[src/rtl/servo_pkg.sv]
// rtl/servo_pkg.sv - default servo timing constants and position-to-width conversion
package servo_pkg;

    localparam int CICLOS_PERIODO_PADRAO = 1000000;
    localparam int LARG_MIN_PADRAO       = 35000;
    localparam int PASSO_LARGURA_PADRAO  = 2675;
    localparam int POS_MAX_PADRAO        = 28;
    localparam int POS_INICIAL_PADRAO    = 14;

    function automatic int largura_da_posicao(input int pos, input int larg_min, input int passo);
        return larg_min + pos * passo;
    endfunction

endpackage

[src/rtl/canal_servo_rampa.sv]
// rtl/canal_servo_rampa.sv - one servo channel: target clamp, per-period ramp, PWM compare
module canal_servo_rampa
    import servo_pkg::*;
#(
    parameter int LARG_POS      = 5,
    parameter int LARG_CONT     = 20,
    parameter int LARG_MIN      = LARG_MIN_PADRAO,
    parameter int PASSO_LARGURA = PASSO_LARGURA_PADRAO,
    parameter int POS_MAX       = POS_MAX_PADRAO,
    parameter int POS_INICIAL   = POS_INICIAL_PADRAO,
    parameter int PASSO_RAMPA   = 1
) (
    input  logic                 clock,
    input  logic                 reset,
    input  logic [LARG_CONT-1:0] contador,
    input  logic                 fim_periodo,
    input  logic                 carrega,
    input  logic [LARG_POS-1:0]  posicao,
    output logic                 controle,
    output logic                 em_movimento,
    output logic [LARG_POS-1:0]  atual
);

    localparam logic [LARG_POS-1:0]  POS_MAX_C = LARG_POS'(POS_MAX);
    localparam logic [LARG_POS-1:0]  POS_INI_C = LARG_POS'(POS_INICIAL);
    localparam logic [LARG_POS-1:0]  PASSO_C   = LARG_POS'(PASSO_RAMPA);
    localparam logic [LARG_CONT-1:0] LARG_INI  =
        LARG_CONT'(largura_da_posicao(POS_INICIAL, LARG_MIN, PASSO_LARGURA));

    logic [LARG_POS-1:0]  alvo;
    logic [LARG_POS-1:0]  atual_prox;
    logic [LARG_POS-1:0]  diferenca;
    logic [LARG_CONT-1:0] largura;

    // A zero step means "jump": the default of atual_prox = alvo covers it.
    always_comb begin
        atual_prox = alvo;
        diferenca  = '0;
        if (alvo > atual) begin
            diferenca = alvo - atual;
            if (PASSO_RAMPA != 0 && diferenca > PASSO_C)
                atual_prox = atual + PASSO_C;
        end else begin
            diferenca = atual - alvo;
            if (PASSO_RAMPA != 0 && diferenca > PASSO_C)
                atual_prox = atual - PASSO_C;
        end
    end

    always_ff @(posedge clock) begin
        if (reset) begin
            alvo    <= POS_INI_C;
            atual   <= POS_INI_C;
            largura <= LARG_INI;
        end else begin
            if (carrega)
                alvo <= (posicao > POS_MAX_C) ? POS_MAX_C : posicao;
            // Width only moves at the boundary so the pulse in flight is never cut or stretched.
            if (fim_periodo) begin
                atual   <= atual_prox;
                largura <= LARG_CONT'(largura_da_posicao(int'(atual_prox), LARG_MIN, PASSO_LARGURA));
            end
        end
    end

    assign controle     = !reset && (contador < largura);
    assign em_movimento = (atual != alvo);

endmodule

[src/rtl/controle_servo_multi_rampa.sv]
// rtl/controle_servo_multi_rampa.sv - multi-channel servo PWM with shared period counter
module controle_servo_multi_rampa
    import servo_pkg::*;
#(
    parameter int N_CANAIS       = 2,
    parameter int LARG_POS       = 5,
    parameter int CICLOS_PERIODO = CICLOS_PERIODO_PADRAO,
    parameter int LARG_MIN       = LARG_MIN_PADRAO,
    parameter int PASSO_LARGURA  = PASSO_LARGURA_PADRAO,
    parameter int POS_MAX        = POS_MAX_PADRAO,
    parameter int POS_INICIAL    = POS_INICIAL_PADRAO,
    parameter int PASSO_RAMPA    = 1
) (
    input  logic                         clock,
    input  logic                         reset,
    input  logic [N_CANAIS*LARG_POS-1:0] posicao,
    input  logic [N_CANAIS-1:0]          carrega,
    output logic [N_CANAIS-1:0]          controle,
    output logic [N_CANAIS-1:0]          em_movimento,
    output logic                         fim_periodo,
    output logic [N_CANAIS*LARG_POS-1:0] db_posicao,
    output logic                         db_reset
);

    localparam int LARG_CONT = $clog2(CICLOS_PERIODO);
    localparam logic [LARG_CONT-1:0] ULTIMO = LARG_CONT'(CICLOS_PERIODO - 1);

    if (LARG_MIN + POS_MAX * PASSO_LARGURA >= CICLOS_PERIODO || POS_MAX >= 2 ** LARG_POS
        || POS_INICIAL > POS_MAX) begin : g_parametros_invalidos
        $error("controle_servo_multi_rampa: widest pulse must fit in the period and POS_MAX in LARG_POS bits");
    end

    logic [LARG_CONT-1:0] contador;

    always_ff @(posedge clock) begin
        if (reset || contador == ULTIMO)
            contador <= '0;
        else
            contador <= contador + LARG_CONT'(1);
    end

    assign fim_periodo = (contador == ULTIMO);
    assign db_reset    = reset;

    for (genvar i = 0; i < N_CANAIS; i++) begin : g_canal
        canal_servo_rampa #(
            .LARG_POS      (LARG_POS),
            .LARG_CONT     (LARG_CONT),
            .LARG_MIN      (LARG_MIN),
            .PASSO_LARGURA (PASSO_LARGURA),
            .POS_MAX       (POS_MAX),
            .POS_INICIAL   (POS_INICIAL),
            .PASSO_RAMPA   (PASSO_RAMPA)
        ) u_canal (
            .clock        (clock),
            .reset        (reset),
            .contador     (contador),
            .fim_periodo  (fim_periodo),
            .carrega      (carrega[i]),
            .posicao      (posicao[i*LARG_POS +: LARG_POS]),
            .controle     (controle[i]),
            .em_movimento (em_movimento[i]),
            .atual        (db_posicao[i*LARG_POS +: LARG_POS])
        );
    end

endmodule

[config.mk]
export PLATFORM = sky130hd
export DESIGN_NAME = controle_servo_multi_rampa
export DESIGN_NICKNAME = d
export VERILOG_FILES = /design/src/rtl/servo_pkg.sv /design/src/rtl/canal_servo_rampa.sv /design/src/rtl/controle_servo_multi_rampa.sv
export SDC_FILE = /design/constraint.sdc
export NUM_CORES = 1
export LEC_CHECK = 0
export ABC_CLOCK_PERIOD_IN_PS = 7300
export BUFFER_PORTS_ARGS = -buffer_cell sky130_fd_sc_hd__buf_2
export CAP_MARGIN = 20
export CELL_PAD_IN_SITES_DETAIL_PLACEMENT = 1
export CELL_PAD_IN_SITES_GLOBAL_PLACEMENT = 2
export CORE_MARGIN = 2
export CORE_UTILIZATION = 40
export CTS_BUF_LIST = sky130_fd_sc_hd__clkbuf_16
export DETAILED_ROUTE_END_ITERATION = 8
export PLACE_DENSITY_LB_ADDON = 0.1
export REMOVE_ABC_BUFFERS = 1
export SETUP_SLACK_MARGIN = 0.1
export SLEW_MARGIN = 30
export SYNTH_ARGS = -nofsm -noshare
export SYNTH_HDL_FRONTEND = slang
export SYNTH_HIERARCHICAL = 1
export SYNTH_SLANG_ARGS = --single-unit
[constraint.sdc]
create_clock -name clock -period 7.3 [get_ports clock]
set_input_delay 0.365 -clock clock [delete_from_list [all_inputs] [get_ports clock]]
set_output_delay 0.365 -clock clock [all_outputs]
set_load 0.02 [all_outputs]
==> flow_summary.ini <==
[floorplanning]
die_x_um = 139
die_y_um = 139
start_util_pct = 40.9
coreArea_um2 = 18000
num_rows = 49
dieArea_um2 = 19400
ios = 30

[global_route]
track_usage_pct = 18.7
grt_pass1_vias = 6103
grt_max_degree = 48
grt_pass1_wl_um = 30000
antenna_found_initial = 0
grt_overflow = 0

[setup_path]
cp_common_cell = ha_1
worstPathRequired_ns = 7.56
critPathMaxStageDelay_ns = 0.53
crit_start = g_canal[1].u_canal/atual[0]$_SDFFE_PP0P_
cp_max_fo = 9
critPathCaptureType = flip-flop
timing.rr.start = g_canal[1].u_canal/atual[0]$_SDFFE_PP0P_
crit_chain = inv_1 -> ha_1 -> fa_1 -> nand2b_1 -> a21oi_1 -> xor2_1 -> or4b_4 -> and2_4 -> o221ai_2 -> inv_2 -> ha_1 -> xnor3_1 -> ha_1 -> fa_1 -> a21o_1 -> a21o_1 -> a211oi_1 -> o211a_1 -> nor3_1 -> xnor2_1 -> a211oi_1
startpoint_type = flip-flop
critPathKind = reg2reg
critical_path_buf_inv_count = 2
reg2reg_slack_ns = 1.19
critPathSlowestCell = or4b_4
path_delay_family = compound AO/OA/AOI/OAI gates
cp.arrival_ns = 6.37

[detailed_routing]
drtIter0Drc = 121
wl_um = 17700
drc = 0
drt_pass1_iterations = 4
vias = 5911
routedWlPerCell_um = 16.2
routed_via_density = 5.41
final_antenna_net_count = 0

[logic_synthesis]
synth-xor-area-share_pct = 8.59
synth_top_area_share_pct = 21.7
yosysSeqAreaShare_pct = 20.2
synth_top_family_by_area = adder cells
synth-compound-area-share_pct = 18.9
synthTopCellsByArea = ha_1 22%, dfxtp_1 20%, xnor2_1 5.0%
ys_dominant_reg_cell = dfxtp_1
ys_ff_latch = 74
synth_edf_count = 0
syn_area_per_cell_um2 = 8.76
yosys.area.top_type = ha_1
async_reset_ff_share_pct = 0
yosys_warnings = 6
synthAdderAreaFrac_pct = 26.3
muxShareOfSynthArea_pct = 2.63
synthSimpleGateAreaFrac_pct = 16.2
synth_area_um2 = 7340
synth.distinct_cells = 76
syn_inst = 838

[timing]
worst_pin_slew_ns = 0.841
fmax_mhz = 164
setup_viol = 0
skew_ns = 0.00628
slew_headroom_pct = 44.0
grt_setup_unrepaired = false
maxSlewViolCount = 0
fin_crit_sh_pct = 83.8
worst_slack_ns = 1.19
whs_ns = 0.263
tns_ns = 0
min_period_ns = 6.11
hold_viol_final = 0

[final_layout]
layout_commonest_cell = ha_1
nets = 1015
drive_above_1_share_pct = 12.1
antennaDiodeCount = 0
syn2layout_area_growth_pct = 8.92
layout_common_cells = 127 x ha_1, 96 x inv_1, 74 x dfxtp_1

[clocking]
cts.sinks = 74
postCtsSetupRepairBufs = 0
clkLatencyLatePin_ns = 0.34
cts_made_buffers = 9
clock_path_buffers = 2
cts_max_level = 3
cts_tree = built
cts_hold_buf = 0
ctsResizeCount = 0
path_clk_slew_ns = 0.06
ctsRootBufferMaster = clkbuf_16

[pwr]
powerDensity_nw_per_um2 = 320
ir_drop_mv = 0.315
leakagePower_uw = 0.00359

[hold_path]
hold_class = in2reg
hp-start = posicao[2]

[status]
status = finished, final reports clean

[run]
maxCapViolations = 0

[placed_design]
gp_congestion = 0.838
portBuffers = 29
place_ws_ns = 1.21
dp_hpwl_um = 14400
## registers in the layout (all words and copies together), names as in the netlist
signal / count
contador: 20
g_canal.u_canal/atual: 10
g_canal.u_canal/largura: 34
g_canal.u_canal/alvo: 10
## stage by stage
step                total power, uW  cell area (um2)  instances  util, %
global placement               2090             7670       1076     42.7
CTS                            2610             7990       1092     44.5
finish                         2560             7990       1092     44.5
global route                   2810             7990       1092     44.5
floorplan                      1740             7210        814        -
detailed placement             2110             7670       1076     42.7
## cell families (layout without fill, tap and decap cells)
group | Yosys count | after routing
AND/OR/NAND/NOR | 228 | 228
AO/OA/AOI/OAI | 179 | 179
adder cells (fa/ha/maj) | 145 | 145
buffers and inverters | 129 | 154
flip-flops | 74 | 74
XOR/XNOR | 64 | 64
multiplexers | 19 | 19
## area by class of cell
class	instances	area [um2]
inverter	105	399
timing repair buffer	33	175
clock buffer	9	225
sequential	74	1480
clock inverter	7	93.8
fill	2115	9970
multi-input combinational	635	5330
tap	229	287
## per-layer routing
| layer | up-vias | share of wire [%] | GRT usage [%] |
|---|---|---|---|
| met3 | 21 | 1.7 | 2.79 |
| met2 | 42 | 50 | 32.8 |
| met1 | 2876 | 47 | 24.1 |
| met4 | 0 | 1.4 | 4.47 |
| met5 | - | 0 | 0 |
| li1 | 2972 | - | - |
## worst min-delay path, stage by stage
cell,delay (ns)
buf_2,0.09
nand2_1,0.05
o211ai_1,0.07
## power by group
part	internal [uW]	switching, uW	leakage (uW)
Clock	299	185	0.000157
Combinational	744	914	0.00283
Sequential	409	8.77	0.000600
## synth_stat cells (all sizes together), types with 3 or more instances
library cell	count
a211o	8
o22ai	3
dfxtp	74
a21oi	48
o221ai	6
fa	16
xnor2	42
a31o	3
o211ai	19
nand3b	5
inv	103
nand3	31
nor2	72
or2	5
ha	127
a21o	25
and4	5
a211oi	9
nor4	7
nor2b	6
xor2	18
o31ai	5
xnor3	4
o21bai	3
nand2	38
and3	7
a31oi	3
clkbuf	12
o21a	7
or3	3
o21ai	25
buf	12
mux2i	17
or4b	3
nand4	10
nor3	14
nand2b	17
## path summary, 6_finish.rpt
path	end	depth (start not counted)
min reg2reg	g_canal[0].u_canal/largura[14]$_SDFFE_PP0P_	2
min	g_canal[0].u_canal/alvo[2]$_SDFFE_PP1P_	3
max reg2reg	g_canal[1].u_canal/largura[15]$_SDFFE_PP0P_	21
max	g_canal[1].u_canal/largura[15]$_SDFFE_PP0P_	21
Power figures use the tool's default switching activity.
